File: src/rtl/gem_fiber_tx_ctrl.sv
// GTX transmitter bring-up sequencer: PLL reset, GTX reset, phase-alignment wait and
// comma/reset pattern, with lock/done supervision and timeout retry accounting.
module gem_fiber_tx_ctrl #(
  parameter int PLLRST_CYCLES = 16,
  parameter int GTXRST_CYCLES = 16,
  parameter int SYNC_FRAMES   = 64,
  parameter int TIMEOUT       = 50000,
  parameter int SIM_SPEEDUP   = 0
) (
  input  logic       TRG_CLK80,
  input  logic       RST,
  input  logic       TRG_TX_PLL_LOCK,
  input  logic       TRG_TXRESETDONE,
  input  logic       TX_SYNC_DONE,
  input  logic       RESYNC,
  input  logic       CLR_ERR,
  output logic       TRG_TX_PLLRST,
  output logic       TRG_GTXTXRST,
  output logic       TRG_RST,
  output logic       LINK_READY,
  output logic [2:0] STATE,
  output logic [7:0] RETRY_CNT,
  output logic       ERR_TIMEOUT
);

  typedef enum logic [2:0] {
    S_PLLRST    = 3'd0,
    S_WAIT_LOCK = 3'd1,
    S_GTXRST    = 3'd2,
    S_WAIT_DONE = 3'd3,
    S_WAIT_SYNC = 3'd4,
    S_SEND_RST  = 3'd5,
    S_READY     = 3'd6
  } state_t;

  localparam int          EFF_TIMEOUT = (SIM_SPEEDUP == 1) ? (TIMEOUT / 64) : TIMEOUT;
  localparam logic [15:0] PLL_LAST    = 16'(PLLRST_CYCLES - 1);
  localparam logic [15:0] GTX_LAST    = 16'(GTXRST_CYCLES - 1);
  localparam logic [15:0] SYNC_LAST   = 16'(SYNC_FRAMES - 1);
  localparam logic [15:0] TMO_LAST    = 16'(EFF_TIMEOUT - 1);

  logic        lock_m, lock_s;
  logic        done_m, done_s;
  state_t      state, state_nxt;
  logic [15:0] timer;
  logic        tmo;

  // Lock and reset-done come from the GTX hard block, not from TRG_CLK80.
  always_ff @(posedge TRG_CLK80) begin
    if (RST) begin
      lock_m <= 1'b0;
      lock_s <= 1'b0;
      done_m <= 1'b0;
      done_s <= 1'b0;
    end else begin
      lock_m <= TRG_TX_PLL_LOCK;
      lock_s <= lock_m;
      done_m <= TRG_TXRESETDONE;
      done_s <= done_m;
    end
  end

  always_comb begin
    state_nxt = state;
    tmo       = 1'b0;
    case (state)
      S_PLLRST: begin
        if (timer == PLL_LAST) state_nxt = S_WAIT_LOCK;
      end
      S_WAIT_LOCK: begin
        if (lock_s) state_nxt = S_GTXRST;
        else if (timer == TMO_LAST) begin
          state_nxt = S_PLLRST;
          tmo       = 1'b1;
        end
      end
      S_GTXRST: begin
        if (timer == GTX_LAST) state_nxt = S_WAIT_DONE;
      end
      S_WAIT_DONE: begin
        if (!lock_s) state_nxt = S_PLLRST;
        else if (done_s) state_nxt = S_WAIT_SYNC;
        else if (timer == TMO_LAST) begin
          state_nxt = S_GTXRST;
          tmo       = 1'b1;
        end
      end
      S_WAIT_SYNC: begin
        if (!lock_s) state_nxt = S_PLLRST;
        else if (!done_s) state_nxt = S_GTXRST;
        else if (TX_SYNC_DONE) state_nxt = S_SEND_RST;
        else if (timer == TMO_LAST) begin
          state_nxt = S_GTXRST;
          tmo       = 1'b1;
        end
      end
      S_SEND_RST: begin
        if (!lock_s) state_nxt = S_PLLRST;
        else if (!done_s) state_nxt = S_GTXRST;
        else if (timer == SYNC_LAST) state_nxt = S_READY;
      end
      S_READY: begin
        if (!lock_s) state_nxt = S_PLLRST;
        else if (!done_s) state_nxt = S_GTXRST;
        else if (RESYNC) state_nxt = S_SEND_RST;
      end
      default: state_nxt = S_PLLRST;
    endcase
  end

  // Outputs are registered from the next state so they line up with STATE,
  // except LINK_READY, which waits one full clock in READY before rising.
  always_ff @(posedge TRG_CLK80) begin
    if (RST) begin
      state         <= S_PLLRST;
      timer         <= 16'd0;
      TRG_TX_PLLRST <= 1'b1;
      TRG_GTXTXRST  <= 1'b1;
      TRG_RST       <= 1'b1;
      LINK_READY    <= 1'b0;
      RETRY_CNT     <= 8'd0;
      ERR_TIMEOUT   <= 1'b0;
    end else begin
      state         <= state_nxt;
      timer         <= (state_nxt != state) ? 16'd0 : timer + 16'd1;
      TRG_TX_PLLRST <= (state_nxt == S_PLLRST);
      TRG_GTXTXRST  <= (state_nxt == S_PLLRST) || (state_nxt == S_GTXRST);
      TRG_RST       <= (state_nxt != S_READY);
      LINK_READY    <= (state == S_READY) && (state_nxt == S_READY);
      if (tmo && (RETRY_CNT != 8'hFF)) RETRY_CNT <= RETRY_CNT + 8'd1;
      ERR_TIMEOUT   <= tmo | (ERR_TIMEOUT & ~CLR_ERR);
    end
  end

  assign STATE = state;

endmodule

File: config.mk
export PLATFORM = sky130hd
export DESIGN_NAME = gem_fiber_tx_ctrl
export DESIGN_NICKNAME = d
export VERILOG_FILES = /design/src/rtl/gem_fiber_tx_ctrl.sv
export SDC_FILE = /design/constraint.sdc
export NUM_CORES = 1
export LEC_CHECK = 0
export BUFFER_PORTS_ARGS = -buffer_cell sky130_fd_sc_hd__buf_4
export CAP_MARGIN = 25
export CORE_ASPECT_RATIO = 1.5
export CORE_MARGIN = 8
export CORE_UTILIZATION = 31
export DETAILED_ROUTE_END_ITERATION = 16
export PLACE_DENSITY = 0.52
export REMOVE_ABC_BUFFERS = 1
export SYNTH_ARGS = -nofsm -noshare
export SYNTH_HDL_FRONTEND = slang
export SYNTH_SLANG_ARGS = --single-unit
File: constraint.sdc
create_clock -name TRG_CLK80 -period 3.5 [get_ports TRG_CLK80]
set_input_delay 0.35 -clock TRG_CLK80 [delete_from_list [all_inputs] [get_ports TRG_CLK80]]
set_output_delay 0.35 -clock TRG_CLK80 [all_outputs]
set_load 0.005 [all_outputs]
After elaboration in Yosys (flattened, before gate mapping)
Cells that the tools add are included.
Widths: inputs -> output; s select.
{ "classes": {"addsub": 2, "n_eq_ne": 14, "n_mux": 25, "n_bitwise": 3, "reduce_logical": 6} }
{ "ops": {"columns": ["cell", "count"], "rows": [
  ["$mux 3", 16],
  ["$pmux 3 s7", 1],
  ["$add 16x1->16 const B", 1],
  ["$eq 16x16->1 const B", 1],
  ["$eq 16x4->1 const B", 1],
  ["$eq 16x6->1 const B", 1],
  ["$eq 3x3->1 const B", 4],
  ["$eq 3x2->1 const B", 3],
  ["$add 8x1->8 const B", 1],
  ["$ne 8x8->1 const B", 1],
  ["$mux 1", 7],
  ["$logic_not 3->1", 2],
  ["$eq 3x1->1 const B", 1],
  ["$ne 3x3->1", 1],
  ["$ne 3x3->1 const B", 1],
  ["$pmux 1 s3", 1],
  ["$logic_and 1x1->1", 2],
  ["$reduce_or 2->1", 1],
  ["$and 1x1->1", 1],
  ["$logic_or 1x1->1", 1],
  ["$not 1->1", 1],
  ["$or 1x1->1", 1]
]} }
{ "totals": {"ff_bits": 36, "in_bits": 7, "out_inout_bits": 16, "wordCells": 62} }

Depth between registers and ports, before layout
{ "logic_depth": {"word_depth": 8, "depth_mapped": 7, "ltp_nobuf": 6} }

Least setup slack after synthesis
OpenSTA, ideal clock, no wires.
{ "synth_timing": {"path_type": "reg-to-reg", "from": "register timer[13]", "to": "register RETRY_CNT[7]", "setup_ns": 0.121, "t_arrival_ns": 2.281, "required_time_ns": 3.379, "setup_slack_ns": 1.098, "stages_incl_launch_ff": 6, "path_buffers": 0, "synth_period_minus_slack_ns": 2.402, "cell_sequence": "dfxtp_1 > or4_4 > or4b_4 > a211o_1 > nor4_1 > mux2_2"} }
{ "synth_via": {"elab_chain_len": 7, "elab_cells_between_ends": 10, "classes_between": "eq/ne: 1; mux: 8; reduce/logical: 1"} }
{ "synth_rtl": {"columns": ["element", "line", "text"], "rows": [
  ["start, declared", "45", "logic [15:0] timer;"],
  ["start signal, assigned", "125", "timer <= (state_nxt != state) ? 16'd0 : timer + 16'd1;"],
  ["$eq 16x16->1 *", "72, 83, 92", null],
  ["$mux 1 *", "72, 83, 92", null],
  ["$mux 1", "91", "else if (TX_SYNC_DONE) state_nxt = S_SEND_RST;"],
  ["$mux 1", "90", "else if (!done_s) state_nxt = S_GTXRST;"],
  ["$mux 1", "89", "if (!lock_s) state_nxt = S_PLLRST;"],
  ["$pmux 1 s3 *", "66", "case (state)"],
  ["$logic_and 1x1->1 *", "130", "if (tmo && (RETRY_CNT != 8'hFF)) RETRY_CNT <= RETRY_CNT + 8'd1;"],
  ["end signal, assigned", "130", null],
  ["end, declared", "22", "output logic [7:0] RETRY_CNT,"]
]} }
Mark *: on every way between the ends. The rest lies on a longest branch, timed or not.
A chain may end at the register's enable or synchronous reset.

Worst setup path in the final report
{ "layout_timing": {"from": "register timer[13]", "to": "register TRG_RST"} }
{ "layout_via": {"elab_chain_len": 7, "elab_cells_between_ends": 18, "classes_between": "eq/ne: 4; mux: 14"} }
{ "layout_rtl": {"columns": ["element", "line", "text"], "rows": [
  ["$eq 16x16->1", "72, 83, 92", null],
  ["$mux 3", "83, 92", null],
  ["$mux 3", "91", null],
  ["$mux 3", "90", null],
  ["$mux 3", "89", null],
  ["$pmux 3 s7 *", "66", null],
  ["$ne 3x3->1 *", "128", "TRG_RST <= (state_nxt != S_READY);"],
  ["end signal, assigned", "128", null],
  ["end, declared", "19", "output logic TRG_RST,"]
]} }
Marked as above.

==> flow_metrics.py <==
metrics = {
    "synth": {
        "yosysTopAreaCell": "dfxtp_1",
        "post-synth-top-area-fraction": 0.415,
        "yosysUniqueCellTypes": 47,
        "synth.most_common_cell": "dfxtp_1",
        "synthesis.area_um2": 1740,
        "ys_ff_latch": 36,
        "syn_inst": 199,
        "synth_edf_count": 0,
        "yosys-top-cells-count": "dfxtp_1 (36), nor3_1 (20), nand2_1 (14), nand3_1 (14), a21oi_1 (12)",
        "async_flop_share": 0,
        "synth_area_leaders": "dfxtp_1 (42%), nor3_1 (5.8%), xor2_1 (5.0%)",
        "syn_area_per_cell_um2": 8.72,
        "synth_ff_type": "dfxtp_1",
        "ys_warn_count": 0,
        "yosysSeqAreaShare": 0.415,
    },
    "clock_network": {
        "post_cts_resized": 0,
        "cts_hold_buf": 0,
        "htreeDepth": 2,
        "numCtsBuffers": 5,
        "cts.sinks": 36,
        "cts.clk_slew.worst_paths_ns": 0.07,
        "clkLatencyLatePin_ns": 0.28,
        "cts_max_path_buffers": 2,
        "cts_tree": "done",
        "cts_setup_buffers": 0,
        "root_buffer": "clkbuf_8",
    },
    "floorplan": {
        "rows": 33,
        "die_area_um2": 8300,
        "core-area_um2": 5450,
        "die_y_um": 108,
        "initial_core_util": 0.318,
        "ios": 23,
        "die_w_um": 77.1,
    },
    "power_and_ir_drop": {
        "switching_power_w": 0.000156,
        "clockPowerShare": 0.401,
        "power_density_nw_per_um2": 358,
        "pwr-share-seq": 0.568,
        "switching_share": 0.211,
        "p_leak_nw": 0.749,
        "ir_worst_vdd_uv": 139,
        "power_w": 0.000738,
        "p_comb_frac": 0.031,
        "p_int_w": 0.000582,
    },
    "timing": {
        "setup_viol": 0,
        "fin_crit_ns": 2.71,
        "finClkSkew_ns": 0.00441,
        "setup_tns_ns": 0,
        "grt_setup_unrepaired": "no",
        "slew_viol_final": 0,
        "max_freq_mhz": 369,
        "final-hold-violation-count": 0,
        "max_slew.worst_pin.slew_ns": 0.710,
        "slew_headroom": 0.522,
        "period_share": 0.775,
        "holdWs_ns": 0.278,
    },
    "layout": {
        "area_growth_pct": 18.7,
        "drive_gt1_frac": 0.180,
        "nNetsFinal": 230,
        "diodes": 0,
        "largest_reg_flops": 16,
        "top_register": "timer",
        "fin_area_um2": 2060,
    },
    "routing": {
        "vias": 1532,
        "drc_errors": 0,
        "first_pass_iters": 4,
        "postRouteAntennaNets": 0,
        "avgViaCountPerCell": 5.25,
        "wirelength_mm": 4.06,
        "drt-initial-drc-count": 34,
        "post_drt_wl_per_cell_um": 13.9,
    },
    "place": {
        "portBuffers": 22,
        "dpl.hpwl_mm": 3.12,
        "gp_congestion": 0.758,
        "placed_area_um2": 1970,
    },
    "global_route": {
        "grt_max_degree": 24,
        "grt_usage": 0.101,
        "grt_first_pass_wirelength_mm": 6.85,
        "grt-ovfl-total": 0,
        "grt_pass1_vias": 1469,
        "antenna_found_initial": 0,
    },
    "critical_path": {
        "required_ns": 3.66,
        "cp_max_fo": 5,
        "crit_family": "simple AND/OR/NAND/NOR gates",
        "critical_path.cell_chain": "or4_4 -> nor4_1 -> a31oi_1 -> nor3b_2 -> or4b_1",
        "path_class": "flip-flop to flip-flop",
        "cp.arrival_ns": 2.87,
        "end_kind": "flip-flop",
        "worstSetupStartpointType": "flip-flop",
        "max_stage_delay_ns": 0.62,
        "slowest_stage": "nor4_1",
        "worst-path-buf-inv": 0,
    },
    "worst_hold_path": {
        "hp-class": "input port to flip-flop",
    },
    "status": {
        "status": "complete, no violations",
    },
    "job": {
        "drv_cap": 0,
    },
}
==> cell usage in the layout, fill, tap and decap left out, drive strengths merged, types with 5 or more instances in the layout <==
cell    synthesis  routed
clkbuf          7       6
and3            7       7
nor2b           5       5
dfxtp          36      36
buf             2      24
a21oi          12      12
nand3          14      14
nor3           20      20
nor2           10      10
xor2           10      10
nand2          14      14
==> power groups by stage <==
stage               Clock (W)  Combinational, W  Sequential (W)
floorplan                   0         0.0000109        0.000427
global placement            0         0.0000231        0.000428
detailed placement          0         0.0000235        0.000428
CTS                  0.000311         0.0000235        0.000419
global route         0.000334         0.0000259        0.000420
finish               0.000296         0.0000231        0.000419
==> through the flow <==
stage | std cells | utilization | setup WS (ns)
after floorplan | 190 | - | 0.989
after global placement | 283 | 0.360 | 0.791
after detailed placement | 284 | 0.361 | 0.801
after CTS | 292 | 0.378 | 0.798
after global routing | 292 | 0.378 | 0.610
final | 292 | 0.378 | 0.789
==> area by class of cell <==
| cell class | count | area (µm²) |
|---|---|---|
| repair buffers | 24 | 180 |
| inverters | 4 | 15.0 |
| flip-flops and latches | 36 | 721 |
| fillers | 607 | 3390 |
| clock inverters | 2 | 10.0 |
| well taps | 70 | 87.6 |
| clock buffers | 6 | 82.6 |
| multi-input cells | 150 | 963 |
==> routing by layer <==
metal / track usage / routed length (µm)
met4: 0.0474 / 124
met1: 0.0932 / 1630
met2: 0.197 / 2140
met5: 0 / 0
met3: 0.0284 / 172
==> kinds of logic after synthesis <==
logic type,synth area share
flip-flops,0.415
multiplexers,0.00649
XOR/XNOR,0.0707
adder cells (fa/ha/maj),0.0144
buffers and inverters,0.0296
AO/OA/AOI/OAI,0.141
AND/OR/NAND/NOR,0.323
==> path summary, 6_finish.rpt <==
path,slack (ns),from,depth (start not counted),endpoint
max,0.79,timer[13],5,TRG_RST
min,0.28,TRG_TXRESETDONE,2,done_m
max reg2reg,0.79,timer[13],5,TRG_RST
min reg2reg,0.44,done_m,1,done_s
(Power assumes the default switching activity.)
